`config.mk`:
```
export PLATFORM = sky130hd
export DESIGN_NAME = pipe_hazard_ctrl
export DESIGN_NICKNAME = d
export VERILOG_FILES = /design/src/rtl/pipe_hazard_ctrl.sv
export SDC_FILE = /design/constraint.sdc
export NUM_CORES = 1
export LEC_CHECK = 0
export ABC_AREA = 1
export BUFFER_PORTS_ARGS = -buffer_cell sky130_fd_sc_hd__buf_2
export CORE_MARGIN = 1
export CORE_UTILIZATION = 47
export CTS_CLUSTER_DIAMETER = 150
export DETAILED_ROUTE_END_ITERATION = 12
export PLACE_DENSITY = 0.81
export SLEW_MARGIN = 20
export SYNTH_ARGS = -nofsm -noshare
export SYNTH_HDL_FRONTEND = slang
export SYNTH_SLANG_ARGS = --single-unit
```
`constraint.sdc`:
```
create_clock -name clk -period 1.51 [get_ports clk]
set_clock_uncertainty 0.15 [all_clocks]
set_input_delay 0.2265 -clock clk [delete_from_list [all_inputs] [get_ports clk]]
set_output_delay 0.2265 -clock clk [all_outputs]
set_load 0.02 [all_outputs]
```
`src/rtl/pipe_hazard_ctrl.sv`:
```
// Pipeline hazard sequencer: buffer enables/flushes, PC control, wide-access and interrupt entry.
// Optional stall counter built only when HAZ_STALL_CNT_EN is defined.
module pipe_hazard_ctrl #(
  parameter int unsigned DRAIN_CYCLES = 2,
  parameter int unsigned CNT_W        = 16
) (
  input  logic             clk,
  input  logic             rst,
  input  logic             i_memWide,
  input  logic             i_loadUse,
  input  logic             i_branchTaken,
  input  logic             i_intReq,
  output logic             o_en_IFID,
  output logic             o_en_IDEX,
  output logic             o_en_EXMEM,
  output logic             o_en_MEMWB,
  output logic             o_fl_IFID,
  output logic             o_fl_IDEX,
  output logic             o_fl_EXMEM,
  output logic             o_fl_MEMWB,
  output logic             o_pcWrite,
  output logic [1:0]       o_pcSel,
  output logic             o_memHalf,
  output logic             o_intPush,
  output logic             o_intAck,
  output logic [2:0]       o_state,
  output logic [CNT_W-1:0] o_stallCount
);

  localparam logic [2:0] S_BOOT   = 3'd0;
  localparam logic [2:0] S_RUN    = 3'd1;
  localparam logic [2:0] S_MEM2   = 3'd2;
  localparam logic [2:0] S_DRAIN  = 3'd3;
  localparam logic [2:0] S_PUSH_H = 3'd4;
  localparam logic [2:0] S_PUSH_L = 3'd5;
  localparam logic [2:0] S_VEC    = 3'd6;

  localparam logic [1:0] PC_INC = 2'b00;
  localparam logic [1:0] PC_BR  = 2'b01;
  localparam logic [1:0] PC_VEC = 2'b10;
  localparam logic [1:0] PC_RST = 2'b11;

  logic [2:0] state_q, state_d;
  logic       int_pending_q, int_pending_d;
  logic [2:0] drain_q, drain_d;
  logic       half_q, half_d;

  // Buffer strobes packed as {IFID, IDEX, EXMEM, MEMWB}.
  logic [3:0] en, fl;
  logic       pc_write, mem_half, int_push, int_ack, apply_hazard;
  logic [1:0] pc_sel;

  always_comb begin
    // NOTE: every signal written here gets a default first, so no path can infer a latch.
    state_d      = state_q;
    drain_d      = drain_q;
    half_d       = 1'b0;
    en           = 4'b0000;
    fl           = 4'b0000;
    pc_write     = 1'b0;
    pc_sel       = PC_INC;
    mem_half     = 1'b0;
    int_push     = 1'b0;
    int_ack      = 1'b0;
    apply_hazard = 1'b0;

    case (state_q)
      S_BOOT: begin
        fl       = 4'b1111;
        pc_write = 1'b1;
        pc_sel   = PC_RST;
        state_d  = S_RUN;
      end
      S_RUN: begin
        if (i_memWide) begin
          en      = 4'b0001;
          fl      = 4'b0001;
          state_d = S_MEM2;
        end else if (int_pending_q) begin
          en      = 4'b0111;
          fl      = 4'b1000;
          drain_d = 3'(DRAIN_CYCLES - 1);
          state_d = S_DRAIN;
        end else begin
          apply_hazard = 1'b1;
        end
      end
      S_MEM2: begin
        mem_half     = 1'b1;
        apply_hazard = 1'b1;
        state_d      = S_RUN;
      end
      S_DRAIN: begin
        en = 4'b0011;
        fl = 4'b1100;
        // A wide access in flight finishes both halves before the counter moves on.
        if (i_memWide) begin
          mem_half = half_q;
          half_d   = ~half_q;
          if (!half_q) begin
            en = 4'b0001;
            fl = 4'b1101;
          end
        end else if (drain_q == 3'd0) begin
          state_d = S_PUSH_H;
        end else begin
          drain_d = drain_q - 3'd1;
        end
      end
      S_PUSH_H, S_PUSH_L: begin
        int_push = 1'b1;
        mem_half = (state_q == S_PUSH_H);
        en       = 4'b0001;
        fl       = 4'b0010;
        state_d  = (state_q == S_PUSH_H) ? S_PUSH_L : S_VEC;
      end
      S_VEC: begin
        en       = 4'b0011;
        fl       = 4'b1100;
        pc_write = 1'b1;
        pc_sel   = PC_VEC;
        int_ack  = 1'b1;
        state_d  = S_RUN;
      end
      default: state_d = S_BOOT;
    endcase

    // Normal flow shared by RUN and MEM2; a taken branch outranks a load-use stall.
    if (apply_hazard) begin
      en       = 4'b1111;
      pc_write = 1'b1;
      if (i_branchTaken) begin
        fl     = 4'b1100;
        pc_sel = PC_BR;
      end else if (i_loadUse) begin
        en       = 4'b0111;
        fl       = 4'b0100;
        pc_write = 1'b0;
      end
    end

    int_pending_d = i_intReq | (int_pending_q & (state_d != S_VEC));

    // Outputs feed the buffers directly, so reset must force them without waiting for a clock.
    if (!rst) begin
      en       = 4'b0000;
      fl       = 4'b1111;
      pc_write = 1'b0;
      pc_sel   = PC_RST;
      mem_half = 1'b0;
      int_push = 1'b0;
      int_ack  = 1'b0;
    end
  end

  always_ff @(posedge clk or negedge rst) begin
    if (!rst) begin
      state_q       <= S_BOOT;
      int_pending_q <= 1'b0;
      drain_q       <= 3'd0;
      half_q        <= 1'b0;
    end else begin
      // NOTE: state flops use non-blocking assignment so every flop samples pre-edge values.
      state_q       <= state_d;
      int_pending_q <= int_pending_d;
      drain_q       <= drain_d;
      half_q        <= half_d;
    end
  end

  assign {o_en_IFID, o_en_IDEX, o_en_EXMEM, o_en_MEMWB} = en;
  assign {o_fl_IFID, o_fl_IDEX, o_fl_EXMEM, o_fl_MEMWB} = fl;
  assign o_pcWrite = pc_write;
  assign o_pcSel   = pc_sel;
  assign o_memHalf = mem_half;
  assign o_intPush = int_push;
  assign o_intAck  = int_ack;
  assign o_state   = state_q;

`ifdef HAZ_STALL_CNT_EN
  logic [CNT_W-1:0] stall_cnt_q, stall_cnt_d;

  always_comb begin
    stall_cnt_d = stall_cnt_q;
    if (!pc_write && (state_q != S_BOOT) && (stall_cnt_q != '1))
      stall_cnt_d = stall_cnt_q + CNT_W'(1);
  end

  always_ff @(posedge clk or negedge rst) begin
    if (!rst) stall_cnt_q <= '0;
    else      stall_cnt_q <= stall_cnt_d;
  end

  assign o_stallCount = stall_cnt_q;
`else
  assign o_stallCount = '0;
`endif

endmodule

```
==> run metrics <==
I/O Buffers=22; element type at the critical path end=output port; synthesized area=890 um2; R2R Setup Slk=-0.11 ns; routed via count=between 1000 and 1500; DRC viols=0; sequential share of the synthesized area=22.5%; Final ANT Viol Nets=0; worst hold path class=in2reg; die footprint=2070 um2; Startpoint Class=flip-flop; Leakage=0.763 nW; core area=1750 um2; Die X-Extent=around 46 um; layout cells sized above 1=57.2%; number of H-tree levels=1; slack of the critical path=-0.332 ns; gr ovfl total=0; period utilization=122%; critical path class=reg2out; syn avg cell area=7.06 um2; fin nets=189; Netlist cell types=30; final instance area=approximately 1500 um2; CTS buffer count=3; CTS tree=built; Power Density=~2300 nW/um2; failing checks=setup timing; clk_lat worst skew=0.26 ns; largest net degree at the start of global routing=10; worst vdd ir=about 1.3 mV; synthesized flop and latch total=8; vias per inst=between 5 and 6; CTS Buffer Depth=2; minimum clock period=~1.8 ns; max-cap violations=0; Layout area overhead=63.6%; Ant. Diodes=0; Critical Path AT=around 1.5 ns; GP Congestion=0.884; Max Fanout on Critical Path=8; Ys Warns=0; vias in the first global route=911; DP Area=1090 um2; DRT Wirelength=about 3000 um; met3 GRT Util=roughly 4.0%; status=complete, but fails checks; Setup-failing EPs final=18; I/O pins=39; FP Rows=15; GRT Overall Usage=around 28%; Fmax=around 0.54 GHz; Sink Count=8; M2 GR Usage=~46%; initial core utilization=approximately 51%; Clock Root Buffer=clkbuf_4; drt pass-1 iters=4; chip height=between 40 and 50 um; initial antenna violation count=0; met1 usage=roughly a third; post-detailed-route wirelength per cell=~15 um; Final Hold Viols=0; RSZ-0062 raised after global routing=yes; Hold WS=0.251 ns; clk slew on worst S/H paths=roughly 0.07 ns; initial DRC count=32; Final Max Slew Viols=0; first-pass GRT wire length=4040 um; Data required, critical path=roughly 1.1 ns; global route hottest layer=met2; Mapped Cells=126; Final HPWL DP=around 1600 um
-- area by class of cell --
class / instances / area (um2)
inverter: 17 / 71.3
fill: 109 / 290
sequential: 8 / 204
multi-input combinational: 96 / 637
clock buffer: 4 / 26.3
timing repair buffer: 55 / 485
tap: 25 / 31.3
-- final timing paths --
path,cells past startpoint,startpoint,to
hold / removal,4,i_memWide,o_state[2]
hold reg to reg,2,drain_q[1],drain_q[1]
min in group asynchronous,3,rst,drain_q[0]
setup / recovery,5,o_state[1],o_en_IDEX
max in group asynchronous,3,rst,half_q
setup reg to reg,8,o_state[0],drain_q[2]
-- logic make-up after synthesis --
logic type	share of synthesized area [%]
buf+inv	25.9
xor+xnor	0.985
fa+ha+maj	2.81
other cells	0.422
simple gates	41.8
flops	22.5
compound gates	5.63
-- worst max-delay path: stages (launching register included) --
cell	delay, ns
dfrtp_2	0.49
buf_6	0.17
nor2_4	0.13
nand2_1	0.13
a21oi_2	0.14
buf_4	0.15
-- routing by layer --
layer | up-vias | wire, um
li1 | 469 | -
met1 | 477 | 1170
met2 | 60 | 1530
met3 | 20 | 193
met4 | 0 | 183
met5 | - | 0
-- repair_timing --
item | CTS | global route
setup buffers | 7 | 6
pin swaps | 3 | 6
setup endpoints to repair | 14 | 19
hold buffers | 3 | 0
gates resized for setup | 40 | 26
endpoints found under the hold margin | 9 | 0
-- report_power, final --
group	switching [mW]	internal [mW]	total [mW]
clock	0.0861	0.102	0.188
combinational	1.48	1.23	2.71
sequential	0.163	0.308	0.472
total	1.73	1.64	3.37
-- synthesized netlist by cell type, drive strengths merged --
library cell	instances	area [um2]
a21o	1	7.51
a21oi	2	10.0
a31oi	1	6.26
buf	20	159
conb	1	3.75
dfrtp	8	200
ha	2	25.0
inv	17	71.3
nand2	34	158
nand3	17	95.1
nand4	1	6.26
nor2	15	90.1
nor3	1	16.3
o211ai	1	7.51
o21ai	3	18.8
or2	1	6.26
xnor2	1	8.76
-- state kept, by name (all words and copies together), names as in the netlist --
register and count:
half_q 1, o_state 3, int_pending_q 1, drain_q 3
-- layout by cell type, fill, tap and decap left out, drive strengths merged --
master       Yosys  routed
a21o             1       1
a21oi            2       2
a31oi            1       1
buf             20      52
clkbuf           0       4
clkinv           0       1
conb             1      16
dfrtp            8       8
dlygate4sd3      0       3
ha               2       2
inv             17      16
nand2           34      34
nand3           17      17
nand4            1       1
nor2            15      15
nor3             1       1
o211ai           1       1
o21ai            3       3
or2              1       1
xnor2            1       1
-- per-stage QoR --
| stage | utilization [%] | total power, mW | setup TNS (ns) | worst slack [ns] | instances |
|---|---|---|---|---|---|
| finish | 83.4 | 3.37 | -4.19 | -0.332 | 205 |
| global route | 83.4 | 3.54 | -5.35 | -0.421 | 205 |
| CTS | 76.5 | 2.87 | -3.12 | -0.293 | 200 |
| detailed placement | 62.4 | 2.25 | -0.195 | -0.0564 | 186 |
| global placement | 62.4 | 2.20 | -0.109 | -0.0505 | 186 |
| floorplan | - | 1.73 | -0.0935 | -0.0430 | 141 |
No activity file was read; power rests on OpenSTA's default activity.
